**config.mk**
```make
export PLATFORM = sky130hd
export DESIGN_NAME = aesl_deadlock_axis_monitor_n_flat
export DESIGN_NICKNAME = d
export VERILOG_FILES = /design/src/rtl/aesl_deadlock_axis_monitor_n_if.sv /design/src/rtl/aesl_deadlock_axis_monitor_n.sv /design/src/flat_wrapper.sv
export SDC_FILE = /design/constraint.sdc
export NUM_CORES = 1
export LEC_CHECK = 0
export ABC_CLOCK_PERIOD_IN_PS = 5000
export CAP_MARGIN = 20
export CORE_ASPECT_RATIO = 0.8
export CORE_MARGIN = 3
export CORE_UTILIZATION = 56
export DETAILED_ROUTE_END_ITERATION = 12
export PLACE_DENSITY = 0.85
export REMOVE_ABC_BUFFERS = 1
export SYNTH_ARGS = -nofsm -noshare
export SYNTH_HDL_FRONTEND = slang
export SYNTH_SLANG_ARGS = --single-unit
```
**constraint.sdc**
```tcl
create_clock -name clock -period 5 [get_ports clock]
set_input_delay 0.75 -clock clock [delete_from_list [all_inputs] [get_ports clock]]
set_output_delay 0.75 -clock clock [all_outputs]
set_load 0.005 [all_outputs]
```
**src/rtl/aesl_deadlock_axis_monitor_n_if.sv**
```systemverilog
// Block-flag inputs and deadlock report outputs for the AXIS deadlock monitor.
// master drives the flags and reads the report; slave is the monitor.
interface aesl_deadlock_axis_monitor_n_if #(
  parameter int NUM_AXIS = 4,
  parameter int NUM_INST = 1,
  parameter int CNT_W    = 16
);
  localparam int IDX_W = $clog2(NUM_AXIS + 1);

  logic [NUM_AXIS-1:0]   axis_block_sigs;
  logic [NUM_AXIS-1:0]   inst_idle_sigs;
  logic [NUM_INST-1:0]   inst_block_sigs;
  logic                  clear;
  logic [4*NUM_AXIS-1:0] axis_block_info;
  logic                  block;
  logic [IDX_W-1:0]      first_idx;
  logic [CNT_W-1:0]      deadlock_cycles;

  modport master (
    output axis_block_sigs, inst_idle_sigs, inst_block_sigs, clear,
    input  axis_block_info, block, first_idx, deadlock_cycles
  );

  modport slave (
    input  axis_block_sigs, inst_idle_sigs, inst_block_sigs, clear,
    output axis_block_info, block, first_idx, deadlock_cycles
  );
endinterface

```
**src/rtl/aesl_deadlock_axis_monitor_n.sv**
```systemverilog
// Dataflow deadlock monitor: block flags must persist HOLD_CYCLES to declare DEADLOCK.
// Latency: block rises HOLD_CYCLES+1 cycles after a raw flag rises; drops 2 cycles after it falls.
// Backpressure: none, observe-only; AESL_DEADLOCK_STICKY_EN makes DEADLOCK exit only on clear.
module aesl_deadlock_axis_monitor_n #(
  parameter int NUM_AXIS    = 4,
  parameter int NUM_INST    = 1,
  parameter int HOLD_CYCLES = 4,
  parameter int CNT_W       = 16
) (
  input logic                           clock,
  input logic                           reset,
  aesl_deadlock_axis_monitor_n_if.slave mon
);
  localparam int NCH   = NUM_AXIS + 1;
  localparam int IDX_W = $clog2(NUM_AXIS + 1);
  localparam int HC_W  = $clog2(HOLD_CYCLES + 1);
  localparam logic [HC_W-1:0] HOLD_V = HC_W'(HOLD_CYCLES);

  typedef enum logic [1:0] {
    MON      = 2'd0,
    SUSPECT  = 2'd1,
    DEADLOCK = 2'd2
  } state_t;

  state_t                 state;
  logic                   block_q;
  logic [NUM_AXIS-1:0]    info_mask;
  logic [IDX_W-1:0]       first_idx_q;
  logic [CNT_W-1:0]       dl_cnt;
  logic [NCH-1:0]         raw;
  logic [NCH-1:0]         qual;
  logic [IDX_W-1:0]       first_q;
  logic [4*NUM_AXIS-1:0]  info_w;
  logic                   any_raw;
  logic                   any_qual;
  logic                   dl_sat;

  // Top channel is the OR of all sub-instance block flags.
  assign raw      = {|mon.inst_block_sigs, mon.axis_block_sigs & ~mon.inst_idle_sigs};
  assign any_raw  = |raw;
  assign any_qual = |qual;
  assign dl_sat   = &dl_cnt;

  for (genvar k = 0; k < NCH; k++) begin : g_cnt
    logic [HC_W-1:0] cnt;

    always_ff @(posedge clock or posedge reset) begin
      if (reset) begin
        cnt <= '0;
      end else if (mon.clear || !raw[k]) begin
        cnt <= '0;
      end else if (cnt != HOLD_V) begin
        cnt <= cnt + HC_W'(1);
      end
    end

    assign qual[k] = (cnt == HOLD_V);
  end

  always_comb begin
    first_q = '0;
    for (int k = NCH - 1; k >= 0; k--) begin
      if (qual[k]) first_q = IDX_W'(k);
    end
  end

  always_ff @(posedge clock or posedge reset) begin
    if (reset) begin
      state       <= MON;
      block_q     <= 1'b0;
      info_mask   <= '0;
      first_idx_q <= '0;
      dl_cnt      <= '0;
    end else if (mon.clear) begin
      state     <= MON;
      block_q   <= 1'b0;
      info_mask <= '0;
    end else begin
      case (state)
        MON: begin
          if (any_raw) state <= SUSPECT;
        end
        SUSPECT: begin
          if (any_qual) begin
            state       <= DEADLOCK;
            block_q     <= 1'b1;
            info_mask   <= qual[NUM_AXIS-1:0];
            first_idx_q <= first_q;
            dl_cnt      <= CNT_W'(1);
          end else if (!any_raw) begin
            state <= MON;
          end
        end
        DEADLOCK: begin
`ifdef AESL_DEADLOCK_STICKY_EN
          info_mask <= info_mask | qual[NUM_AXIS-1:0];
          if (!dl_sat) dl_cnt <= dl_cnt + CNT_W'(1);
`else
          if (!any_qual) begin
            state     <= MON;
            block_q   <= 1'b0;
            info_mask <= '0;
          end else begin
            info_mask <= info_mask | qual[NUM_AXIS-1:0];
            if (!dl_sat) dl_cnt <= dl_cnt + CNT_W'(1);
          end
`endif
        end
        default: begin
          state     <= MON;
          block_q   <= 1'b0;
          info_mask <= '0;
        end
      endcase
    end
  end

  // Each flagged channel reports its nibble with bit (i%4) low.
  always_comb begin
    info_w = '0;
    for (int i = 0; i < NUM_AXIS; i++) begin
      if (block_q && info_mask[i]) info_w[4*i +: 4] = ~(4'h1 << (i % 4));
    end
  end

  assign mon.axis_block_info = info_w;
  assign mon.block           = block_q;
  assign mon.first_idx       = first_idx_q;
  assign mon.deadlock_cycles = dl_cnt;
endmodule

```
**src/flat_wrapper.sv**
```systemverilog
// flat-port wrapper written by rule: the top's interface ports become plain ports
module aesl_deadlock_axis_monitor_n_flat 
#(
  parameter int NUM_AXIS    = 4,
  parameter int NUM_INST    = 1,
  parameter int HOLD_CYCLES = 4,
  parameter int CNT_W       = 16
)
  (clock, reset, mon_axis_block_sigs, mon_inst_idle_sigs, mon_inst_block_sigs, mon_clear, mon_axis_block_info, mon_block, mon_first_idx, mon_deadlock_cycles);
  aesl_deadlock_axis_monitor_n_if #(.NUM_AXIS(NUM_AXIS), .NUM_INST(NUM_INST), .CNT_W(CNT_W)) mon_i ();
  input logic clock;
  input logic reset;
  input wire logic [$bits(mon_i.axis_block_sigs)-1:0] mon_axis_block_sigs;
  input wire logic [$bits(mon_i.inst_idle_sigs)-1:0] mon_inst_idle_sigs;
  input wire logic [$bits(mon_i.inst_block_sigs)-1:0] mon_inst_block_sigs;
  input wire logic [$bits(mon_i.clear)-1:0] mon_clear;
  output wire logic [$bits(mon_i.axis_block_info)-1:0] mon_axis_block_info;
  output wire logic [$bits(mon_i.block)-1:0] mon_block;
  output wire logic [$bits(mon_i.first_idx)-1:0] mon_first_idx;
  output wire logic [$bits(mon_i.deadlock_cycles)-1:0] mon_deadlock_cycles;
  assign mon_i.axis_block_sigs = mon_axis_block_sigs;
  assign mon_i.inst_idle_sigs = mon_inst_idle_sigs;
  assign mon_i.inst_block_sigs = mon_inst_block_sigs;
  assign mon_i.clear = mon_clear;
  assign mon_axis_block_info = mon_i.axis_block_info;
  assign mon_block = mon_i.block;
  assign mon_first_idx = mon_i.first_idx;
  assign mon_deadlock_cycles = mon_i.deadlock_cycles;
  aesl_deadlock_axis_monitor_n #(.NUM_AXIS(NUM_AXIS), .NUM_INST(NUM_INST), .HOLD_CYCLES(HOLD_CYCLES), .CNT_W(CNT_W)) u_core (.clock(clock), .reset(reset), .mon(mon_i));
endmodule
```
**Word level (Yosys, flattened, before mapping)**

Cells that the tools add are included.

- $mul: 0
- Bitwise logic cells: 4
- Shift operators: 0
- Eq/ne operators: 20
- Div/mod/pow operators: 0
- $add $sub $neg: 6
- Reductions and logical operators: 29
- Order comparisons: 0
- Mux-type cells: 37

Operators with widths:

| kind | number |
|---|---|
| 16-bit 2-to-1 mux | 3 |
| 3-bit 2-to-1 mux | 16 |
| 16-bit one-hot mux with 2 select lines | 1 |
| 4-bit 2-to-1 mux | 6 |
| 3-bit inequality test (second input constant) | 6 |
| 16-bit by 1-bit adder with 16-bit output (second input constant) | 1 |
| 16-bit AND reduction | 1 |
| 3-bit by 1-bit adder with 3-bit output (second input constant) | 5 |
| 3-bit == test (second input constant) | 5 |
| 4-bit one-hot mux with 3 select lines | 1 |
| 2-bit nonzero test | 6 |
| 2-bit 2-to-1 mux | 5 |
| 5-bit OR reduction | 2 |
| 3-bit AND reduction | 3 |
| 3-bit by 2-bit inequality test with 1-bit output (second input constant) | 2 |
| 2-bit one-hot mux with 3 select lines | 1 |
| 1-bit logical NOT | 5 |
| 1-bit logical OR | 5 |
| 5-bit AND reduction | 1 |
| 4-bit AND | 1 |
| 1-bit logical AND | 4 |
| 2-bit by 1-bit inequality test with 1-bit output (second input constant) | 2 |
| 2-bit inequality test (second input constant) | 2 |
| 4-bit inequality test (second input constant) | 1 |
| 9 further kinds | 11 |

- Memories: 0
- Output and inout port bits: 36
- Bits in read-only memories: 0
- Bits in registers: 41
- Bits in latches: 0
- Bits in writable memories: 0

**Longest topological paths before layout**

- Word-level depth: 7
- Gate-level depth with buffers: 8
- Mapped depth without buffers: 7

**Worst setup path before layout**

No wires, ideal clock.

- Path kind: register -> register
- Start point: register u_core.state[0]
- End point: register u_core.dl_cnt[0], in the netlist u_core.mon.deadlock_cycles[0]
- Required time: 4.881 ns
- Period minus slack after synthesis: 1.993 ns
- Buffers on the path: 1
- Arrival: 1.875 ns
- Stages on the path, launching flop included: 9
- Setup time: 0.119 ns
- Path slack: 3.007 ns
- Cells stage by stage: dfrtp_1 > inv_1 > ha_1 > clkbuf_8 > nand4_1 > or4_4 > a21oi_4 > nor2_4 > o21a_1

- Word-level cells in the longest chain between the ends: 3
- Elaborated cells on any way between the ends: 8

Ends and longest elaborated chain:

| what | line | RTL |
|---|---|---|
| start: declaration | aesl_deadlock_axis_monitor_n.sv:25 | `state_t state;` |
| start signal: assignment | aesl_deadlock_axis_monitor_n.sv:69 | `state <= MON;` |
| start signal: assignment | aesl_deadlock_axis_monitor_n.sv:75 | `state <= MON;` |
| start signal: assignment | aesl_deadlock_axis_monitor_n.sv:81 | `if (any_raw) state <= SUSPECT;` |
| 2-bit == test or 2-bit by 1-bit == test with 1-bit output (tied branches) | aesl_deadlock_axis_monitor_n.sv:79 | `case (state)` |
| 2-bit by 1-bit inequality test with 1-bit output (no line) (tied with other cells) | n/a |  |
| 5-bit AND reduction (no line) | n/a |  |
| end signal: assignment | aesl_deadlock_axis_monitor_n.sv:105 | `if (!dl_sat) dl_cnt <= dl_cnt + CNT_W'(1);` |
| end: declaration | aesl_deadlock_axis_monitor_n.sv:29 | `logic [CNT_W-1:0] dl_cnt;` |

Parallel ways exist; a longest one is shown, timed or not.
A chain may end at the register's enable or synchronous reset.

**Worst setup path after layout**

- Start point: register u_core.state[0]
- End point: register u_core.dl_cnt[15], in the netlist u_core.mon.deadlock_cycles[15]

The elaborated chain is that of the path after synthesis.

==> out/metrics.json <==
{
  "hold_path": {
    "hold_path.class": "reg -> reg",
    "hold_path_depth": 1,
    "holdCritStartpoint": "u_core.info_mask[3]"
  },
  "drt": {
    "vias": 2200,
    "avgRoutedWirePerCell_um": 14.86,
    "drt_first_pass_iters": 5,
    "wirelength_um": 5589,
    "drt.antenna.violating_nets": 0,
    "drt_iter0_drc": 151,
    "drcViolationCount": 0,
    "vias_per_cell": 5.851
  },
  "power_and_ir_drop": {
    "ir_drop_uv": 184.8,
    "powerDensity_mw_per_mm2": 244.8,
    "power_mw": 0.7394,
    "cellLeakagePower_nw": 1.239
  },
  "final_layout": {
    "antenna-diode-count": 0,
    "finish.net_count": 345,
    "utilization": 0.7096,
    "mostFrequentLayoutCell": "nand2_1",
    "mostFrequentLayoutCells": "46 x nand2_1, 43 x clkdlybuf4s50_1, 41 x dfrtp_1",
    "syn_to_final_growth_pct": 20.46,
    "fill_cells": 306,
    "final_layout_size_suffix_gt1_frac": 0.05956,
    "final_cells": 376
  },
  "run": {
    "drv.max_cap_violation_count": 0
  },
  "critical_path": {
    "critPathMaxStageDelay_ps": 750,
    "cp.required_ps": 5190,
    "critical_path.cell_chain": "inv_1, ha_1, nand3_1, a211oi_2, nand3_1, o31ai_1",
    "arrival_ps": 2810,
    "cp_max_fo": 17,
    "critical-path-top-cell-by-count": "nand3_1",
    "crit_start": "u_core.state[0]",
    "reg2regPathDepth": 6,
    "critPathKind": "reg -> reg",
    "crit_path_start_kind": "flop",
    "cpMaxStageDelayCell": "a211oi_2",
    "worst_r2r_startpoint": "u_core.state[0]",
    "setup.worst_path.end_class": "flop"
  },
  "cts": {
    "clk_pin_slew_ps": 70,
    "cts_htree_levels": 2,
    "cts_setup_buffers": 0,
    "cts_tree": "built",
    "cts-root-buf": "clkbuf_8",
    "resized_cells_post_cts": 0,
    "clk-insertion-delay-late_ps": 290,
    "post_cts_hold_buffer_count": 0,
    "ctsLongestPathBuffers": 2,
    "cts.sinks": 41,
    "cts_made_buffers": 5
  },
  "grt": {
    "grt_max_degree": 42,
    "overflow": 0,
    "grt_pass1_wl_um": 9390,
    "grtUsageTotal": 0.2282,
    "grt_antenna_before_repair": 0,
    "first_global_vias": 1995
  },
  "sta": {
    "timing.setup.tns_ps": 0,
    "finalHoldViolCount": 0,
    "fmax_mhz": 381.4,
    "worst_slew_pin_slew_ps": 902.0,
    "finalSetupViolCount": 0,
    "timing.final.crit_period_ps": 2622,
    "fin_worst_skew_ps": 5.695,
    "rsz_0062_raised_after_global_routing": "false",
    "final-max-slew-violation-count": 0,
    "timing.max_slew.rel_slack": 0.3931,
    "post-route-period-util": 0.5244
  },
  "die": {
    "die_y_um": 65.85,
    "fp.coreArea_mm2": 0.004257,
    "die_width_um": 80.81,
    "top_level_ports": 48,
    "effective_utilization_at_floorplan": 0.5891,
    "design.die.area_mm2": 0.005321,
    "std_cell_rows": 21
  },
  "yosys": {
    "ys_dominant_reg_cell": "dfrtp_1",
    "yosysWarnings": 0,
    "synth_area_mm2": 0.002507,
    "avgSynthCellArea_um2": 8.955,
    "ys_ff_latch": 41,
    "synth_enable_flop_cells": 0,
    "synth.yosys.seq_area_share": 0.4092,
    "postSynthCellCount": 280,
    "synth_cell_type_count": 46,
    "asyncSetResetFlopFracSynth": 1.000
  },
  "place": {
    "gpl.final_weighted_congestion": 0.8498,
    "portBuffers": 43,
    "dpl.cell_count": 368,
    "dpl.hpwl_um": 4131
  },
  "outcome": {
    "status": "finished, final reports clean"
  }
}
area by class of cell:
class | count | area (µm²) | area share
timing repair buffer | 44 | 437.9 | 0.1450
sequential | 41 | 1026 | 0.3397
tap | 57 | 71.32 | 0.02361
clock buffer | 7 | 86.33 | 0.02858
clock inverter | 1 | 30.03 | 0.009942
inverter | 19 | 71.32 | 0.02361
multi-input combinational | 207 | 1297 | 0.4296
registers in the layout, summed over array words and instances (netlist names):
register                    cells
u_core.mon.first_idx            3
u_core.mon.block                1
u_core.state                    2
u_core.info_mask                4
u_core.g_cnt.cnt               15
u_core.mon.deadlock_cycles     16
cell usage after synthesis (all sizes together) (3+ instances only):
cell	n	area [µm²]
nand2	47	178.9
dfrtp	41	1026
nor2	22	90.09
inv	18	67.56
a21oi	15	86.34
ha	15	187.7
buf	14	106.4
nand3	14	80.08
a31oi	12	75.07
o31ai	9	67.56
nor3	8	40.04
o21ai	8	40.04
and2	6	37.54
nand4	6	37.54
a41oi	5	43.79
xnor2	5	43.79
a32o	4	40.04
a22oi	3	22.52
nor4	3	40.04
metal layers:
layer | global-route usage | vias to the layer above | routed length, µm
li1 | - | 1062 | -
met1 | 0.3251 | 1053 | 2570
met2 | 0.3412 | 78 | 2590
met3 | 0.04905 | 7 | 362
met4 | 0.08439 | 0 | 65
met5 | 0 | - | 0
where the power goes:
| group | internal (mW) | total [mW] | leakage (nW) | switching (mW) |
|---|---|---|---|---|
| logic | 0.0460 | 0.115 | 0.618 | 0.0686 |
| registers | 0.340 | 0.354 | 0.563 | 0.0131 |
| clock network | 0.163 | 0.271 | 0.0585 | 0.109 |
worst paths after layout:
kind	slack, ps	to
hold reg to reg	490	u_core.info_mask[3]
setup / recovery	2380	u_core.mon.deadlock_cycles[15]
min in group asynchronous	890	u_core.g_cnt[1].cnt[2]
setup reg to reg	2380	u_core.mon.deadlock_cycles[15]
hold / removal	490	u_core.info_mask[3]
max in group asynchronous	3750	u_core.mon.deadlock_cycles[7]
worst max-delay path, delay by kind of cell (launching register included):
| kind | cells | cell delay, ps |
|---|---|---|
| flops | 1 | 410 |
| simple gates | 2 | 440 |
| buf+inv | 1 | 120 |
| fa+ha+maj | 1 | 550 |
| compound gates | 2 | 1000 |
logic make-up (layout without fill, tap and decap cells):
| logic type | Yosys count | count (layout) | share of synthesized area |
|---|---|---|---|
| AND/OR/NAND/NOR | 116 | 116 | 0.2301 |
| AO/OA/AOI/OAI | 65 | 65 | 0.1811 |
| flip-flops | 41 | 41 | 0.4092 |
| buffers and inverters | 35 | 71 | 0.07784 |
| adder cells (fa/ha/maj) | 15 | 15 | 0.07485 |
| XOR/XNOR | 5 | 5 | 0.01746 |
| multiplexers | 2 | 2 | 0.007984 |
| other | 1 | 4 | 0.001496 |
metrics by stage:
step / instance area, µm² / hold slack, ps / setup WS, ps
2_1_floorplan: 2395 / 457.7 / 2860
3_3_place_gp: 2904 / 467.4 / 2172
3_5_place_dp: 2904 / 474.0 / 2116
4_1_cts: 3020 / 491.4 / 2388
5_1_grt: 3020 / 498.3 / 2138
6_report: 3020 / 485.9 / 2378
No activity file was read; power rests on OpenSTA's default activity.
